[src/rtl/uart_rx_pkg.sv]
// Shared UART definitions: FSM state encodings and default bit timing.
// Latency: n/a (declarations only). Backpressure: n/a.
// Imported by uart_rx and by the planned uart_tx so both agree on encodings.
package uart_rx_pkg;

  // Default bit period in core clocks.
  localparam int UART_CLKS_PER_BIT_DEFAULT = 104;
  localparam int UART_DATA_BITS            = 8;

  typedef enum logic [2:0] {
    ST_IDLE      = 3'd0,
    ST_START     = 3'd1,
    ST_DATA      = 3'd2,
    ST_STOP      = 3'd3,
    ST_WAIT_IDLE = 3'd4
  } uart_state_e;

endpackage

[src/rtl/sync_ff.sv]
// Multi-flop synchronizer for asynchronous inputs; resets to all ones (idle line).
// Latency: STAGES cycles. Backpressure: none, samples every cycle.
// Ports: i_clk, i_reset_n (sync, active-low), i_d async input, o_q synchronized output.
module sync_ff #(
  parameter int WIDTH  = 1,
  parameter int STAGES = 2
) (
  input  logic             i_clk,
  input  logic             i_reset_n,
  input  logic [WIDTH-1:0] i_d,
  output logic [WIDTH-1:0] o_q
);

  logic [STAGES-1:0][WIDTH-1:0] stage_q;

  always_ff @(posedge i_clk) begin
    if (!i_reset_n) begin
      stage_q <= '1;
    end else begin
      stage_q <= {stage_q[STAGES-2:0], i_d};
    end
  end

  assign o_q = stage_q[STAGES-1];

endmodule

[src/rtl/uart_rx.sv]
// 8N1 UART receiver: mid-bit sampling, byte strobe on good stop bit, strobe on framing error.
// Latency: strobe one cycle after the stop-bit sample, ~SYNC_STAGES + 9.5*CLKS_PER_BIT after the start edge.
// Backpressure: none; the consumer must take o_dat within one byte time.
// Ports: i_clk, i_reset_n (sync, active-low), i_rx (async serial line, idle high),
//        o_received_pulse, o_dat[7:0], o_frame_error, o_busy.
module uart_rx
  import uart_rx_pkg::*;
#(
  parameter int CLKS_PER_BIT = UART_CLKS_PER_BIT_DEFAULT,
  parameter int SYNC_STAGES  = 2
) (
  input  logic       i_clk,
  input  logic       i_reset_n,
  input  logic       i_rx,
  output logic       o_received_pulse,
  output logic [7:0] o_dat,
  output logic       o_frame_error,
  output logic       o_busy
);

  localparam int CNT_W = $clog2(CLKS_PER_BIT);
  localparam logic [CNT_W-1:0] HALF_LAST = CNT_W'(CLKS_PER_BIT / 2 - 1);
  localparam logic [CNT_W-1:0] BIT_LAST  = CNT_W'(CLKS_PER_BIT - 1);

  logic rx_s;

  sync_ff #(
    .WIDTH  (1),
    .STAGES (SYNC_STAGES)
  ) u_sync (
    .i_clk     (i_clk),
    .i_reset_n (i_reset_n),
    .i_d       (i_rx),
    .o_q       (rx_s)
  );

  uart_state_e      state_q, state_d;
  logic [CNT_W-1:0] cnt_q, cnt_d;
  logic [2:0]       idx_q, idx_d;
  logic [7:0]       shift_q, shift_d;
  logic [7:0]       dat_q, dat_d;
  logic             pulse_q, pulse_d;
  logic             ferr_q, ferr_d;

  always_ff @(posedge i_clk) begin
    if (!i_reset_n) begin
      state_q <= ST_IDLE;
      cnt_q   <= '0;
      idx_q   <= '0;
      shift_q <= '0;
      dat_q   <= '0;
      pulse_q <= 1'b0;
      ferr_q  <= 1'b0;
    end else begin
      state_q <= state_d;
      cnt_q   <= cnt_d;
      idx_q   <= idx_d;
      shift_q <= shift_d;
      dat_q   <= dat_d;
      pulse_q <= pulse_d;
      ferr_q  <= ferr_d;
    end
  end

  always_comb begin
    state_d = state_q;
    cnt_d   = cnt_q;
    idx_d   = idx_q;
    shift_d = shift_q;
    dat_d   = dat_q;
    pulse_d = 1'b0;
    ferr_d  = 1'b0;

    unique case (state_q)
      ST_IDLE: begin
        if (!rx_s) begin
          state_d = ST_START;
          cnt_d   = '0;
        end
      end

      // Re-check the start bit at its middle; a high line here was a glitch.
      ST_START: begin
        if (cnt_q == HALF_LAST) begin
          if (rx_s) begin
            state_d = ST_IDLE;
          end else begin
            state_d = ST_DATA;
            cnt_d   = '0;
            idx_d   = '0;
          end
        end else begin
          cnt_d = cnt_q + 1'b1;
        end
      end

      // Counter is now phase-aligned to bit middles, so a full period lands mid-bit.
      ST_DATA: begin
        if (cnt_q == BIT_LAST) begin
          shift_d[idx_q] = rx_s;
          cnt_d          = '0;
          idx_d          = idx_q + 3'd1;
          if (idx_q == 3'd7) begin
            state_d = ST_STOP;
          end
        end else begin
          cnt_d = cnt_q + 1'b1;
        end
      end

      // Leaving at stop-bit middle gives half a bit of slack for a back-to-back start.
      ST_STOP: begin
        if (cnt_q == BIT_LAST) begin
          cnt_d = '0;
          if (rx_s) begin
            dat_d   = shift_q;
            pulse_d = 1'b1;
            state_d = ST_IDLE;
          end else begin
            ferr_d  = 1'b1;
            state_d = ST_WAIT_IDLE;
          end
        end else begin
          cnt_d = cnt_q + 1'b1;
        end
      end

      // Swallow a held-low break so it reports one framing error, not a stream of them.
      ST_WAIT_IDLE: begin
        if (rx_s) begin
          state_d = ST_IDLE;
        end
      end

      default: begin
        state_d = ST_IDLE;
      end
    endcase
  end

  assign o_received_pulse = pulse_q;
  assign o_dat            = dat_q;
  assign o_frame_error    = ferr_q;
  assign o_busy           = (state_q != ST_IDLE);

endmodule

[config.mk]
export PLATFORM = sky130hd
export DESIGN_NAME = uart_rx
export DESIGN_NICKNAME = d
export VERILOG_FILES = /design/src/rtl/uart_rx_pkg.sv /design/src/rtl/sync_ff.sv /design/src/rtl/uart_rx.sv
export SDC_FILE = /design/constraint.sdc
export NUM_CORES = 1
export LEC_CHECK = 0
export ABC_CLOCK_PERIOD_IN_PS = 1950
export BUFFER_PORTS_ARGS = -buffer_cell sky130_fd_sc_hd__buf_2
export CORE_ASPECT_RATIO = 0.8
export CORE_MARGIN = 1
export CORE_UTILIZATION = 50
export CTS_BUF_LIST = sky130_fd_sc_hd__clkbuf_4
export DETAILED_ROUTE_END_ITERATION = 6
export GPL_ROUTABILITY_DRIVEN = 0
export PLACE_DENSITY = 0.72
export SYNTH_ARGS = -nofsm -noshare
export SYNTH_HDL_FRONTEND = slang
export SYNTH_HIERARCHICAL = 1
export SYNTH_SLANG_ARGS = --single-unit
[constraint.sdc]
create_clock -name i_clk -period 1.95 [get_ports i_clk]
set_input_delay 0 -clock i_clk [delete_from_list [all_inputs] [get_ports i_clk]]
set_output_delay 0 -clock i_clk [all_outputs]
set_load 0.01 [all_outputs]
==> impl_metrics.yaml <==
synth:
  syn_nets: 190
  ys_seq_area_share_pct: 40.6
  synth-edff-count: 0
  async_reset_ff_share_pct: 0
  syn_avg_cell_area_um2: 8.85
  ys_warn_count: 6
  netlist_instances: 184
  ys_types: 44
  ys.flop_type: "dfxtp_1"
  syn_area_um2: 1630
  ys_ff_latch: 33
timing:
  worst-slew-pin-transition_ps: 414
  post-route-period-util_pct: 92.0
  skew_ps: 9.02
  fmax_mhz: 557
  fin_crit_ps: 1790
  whs_ps: 30.8
  finalSetupViolCount: 0
  setup-tns-final_ps: 0
  worst_slack_ps: 156
  relSlewSlack_pct: 72.3
  slew_violations: 0
  hold_violations: 0
floorplan:
  die_height_um: 53.1
  fp.dieW_um: 65.8
  core_area_um2: 3090
  row_count: 18
  die-area_um2: 3490
  boundaryPins: 14
  initial_core_util_pct: 52.8
cells_and_area:
  drive_gt1_share_pct: 17.0
  nets: 205
  diodes: 0
  final_area_um2: 1800
  most-common-layout-cells: "dfxtp_1, nand2_1, mux2i_1, nor2_1, buf_2"
  syn2layout_area_growth_pct: 10.7
  final_common_cell: "dfxtp_1"
cts:
  cts_tree: "done"
  clkLatencyLatePin_ps: 340
  path_clk_slew_ps: 100
  cts_max_level: 2
  clk_path_buf_depth: 2
  cts_made_buffers: 5
  clock-root-buffer: "clkbuf_4"
  clock_sinks: 33
  cts_setup_buffers: 0
run_status:
  status: "finished, final reports clean"
setup_path:
  cp_cell_sequence: "ha_2 -> nand4b_1 -> nor2_2 -> nand4_1 -> buf_4 -> mux2i_1"
  crit_path_end_kind: "register"
  worstSetupPathType: "register to register"
  startpoint_type: "register"
  critPathTopFamily: "simple AND/OR/NAND/NOR gates"
  critical_path.max_fanout: 9
  cp_num_buf_inv: 1
  critical-path-max-stage-delay_ps: 440
  worstPathRequired_ps: 2170
  arrival_ps: 2020
  slowest_stage: "dfxtp_1"
worst_hold_path:
  worstHoldPathType: "input port to register"
placed_design:
  place_area_um2: 1730
  dp_slack_ps: 190
  port_buffers: 13
  hpwl_um: 2460
drt:
  dr.pass1.iters: 4
  via_count: 1433
  vias_per_cell: 5.97
  drtAntennaViolNets: 0
  drt_iter0_drc: 51
  drc_errors: 0
  routedWlPerCell_um: 15.1
  drt-total-wl_um: 3630
global_routing:
  grt_pass1_vias: 1211
  grt_usage_pct: 22.6
  grt_max_degree: 30
  antenna_found_initial: 0
  grt.overflow.total: 0
  grt_pass1_wl_um: 5790
run:
  drv_cap: 0
power_and_ir_drop:
  peakVddDrop_mv: 0.392
  power_density_nw_per_um2: 608
  power_w: 0.00110
  p_leak_nw: 0.768
-- logic make-up (layout without fill, tap and decap cells) --
family / after synthesis / in the layout / synth area share (%)
muxes: 16 / 16 / 9.83
buffers and inverters: 17 / 33 / 4.84
AOI/OAI and AO/OA: 35 / 35 / 15.3
adders and majority gates: 3 / 3 / 2.30
DFF: 33 / 33 / 40.6
xor gates and xnor gates: 2 / 2 / 1.08
and+or+nand+nor: 78 / 78 / 26.1
-- worst paths after layout --
| path | to | slack, ps | startpoint | cells past startpoint |
|---|---|---|---|---|
| worst max-delay path | o_dat[0]$_SDFFE_PN0P_ | 160 | cnt_q[0]$_SDFFE_PN0P_ | 6 |
| worst min-delay path | state_q[1]$_SDFFE_PN0P_ | 30 | i_reset_n | 3 |
| worst max register to register | o_dat[0]$_SDFFE_PN0P_ | 160 | cnt_q[0]$_SDFFE_PN0P_ | 6 |
| worst min register to register | u_sync/o_q$_SDFF_PN1_ | 420 | u_sync/stage_q[0]$_SDFF_PN1_ | 1 |
-- cells in the mapped netlist, types with 2 or more instances --
master,count,share of area (%)
a21oi_1,9,2.8
buf_2,3,0.92
clkbuf_1,6,1.4
dfxtp_1,33,41
ha_1,3,2.3
inv_1,5,1.2
mux2i_1,16,9.8
nand2_1,23,5.3
nand2b_1,8,3.1
nand3_1,8,2.5
nand3b_1,2,0.92
nand4_1,4,1.5
nand4b_1,5,2.7
nor2_1,15,3.5
nor3_1,2,0.61
o211ai_1,2,0.92
o21ai_0,8,2.5
o21ai_1,2,0.61
o2bb2ai_1,2,1.1
or3_1,2,0.77
or4_1,2,0.92
xnor2_1,2,1.1
-- layer usage --
| metal | GRT usage, % | routed length (µm) | vias to the layer above |
|---|---|---|---|
| met1 | 30.9 | 1640 | 674 |
| met3 | 5.39 | 242 | 12 |
| li1 | - | - | 693 |
| met4 | 9.42 | 79 | 0 |
| met5 | 0 | 0 | - |
| met2 | 33.7 | 1670 | 54 |
-- power breakdown --
part	internal, W	leakage [nW]	switching (W)
clock	0.000136	0.0310	0.000238
combinational	0.0000142	0.470	0.0000258
sequential	0.000677	0.266	0.00000562
total	0.000827	0.768	0.000270
-- repair_timing --
action                                  4_1_cts  5_1_grt
hold buffers                                  1        0
endpoints found under the hold margin         1        0
endpoints found under the setup margin        0       11
gates resized for setup                       0        3
-- per-stage QoR --
| step | cells | util (%) |
|---|---|---|
| CTS | 240 | 58.0 |
| detailed placement | 231 | 55.9 |
| finish | 240 | 58.4 |
| global placement | 231 | 55.9 |
| global route | 240 | 58.4 |
| floorplan | 184 | - |
-- cell type report --
type	count	area, µm²
fill	272	1280
multi-input combinational	134	902
sequential	33	661
timing repair buffer	19	113
tap	40	50.0
clock buffer	5	37.5
inverter	6	22.5
clock inverter	3	17.5
-- flip-flops by register name, indices dropped and copies added (netlist names) --
register and cells:
idx_q 3, u_sync/stage_q 1, o_received_pulse 1, shift_q 8, o_dat 8, cnt_q 7, o_frame_error 1, state_q 3
u_sync/o_q 1
-- worst min-delay path: stages --
cell and delay, ps:
buf_2 100, nand2b_1 160, a21oi_1 60
Note: power is estimated with default switching activity, not from simulation.
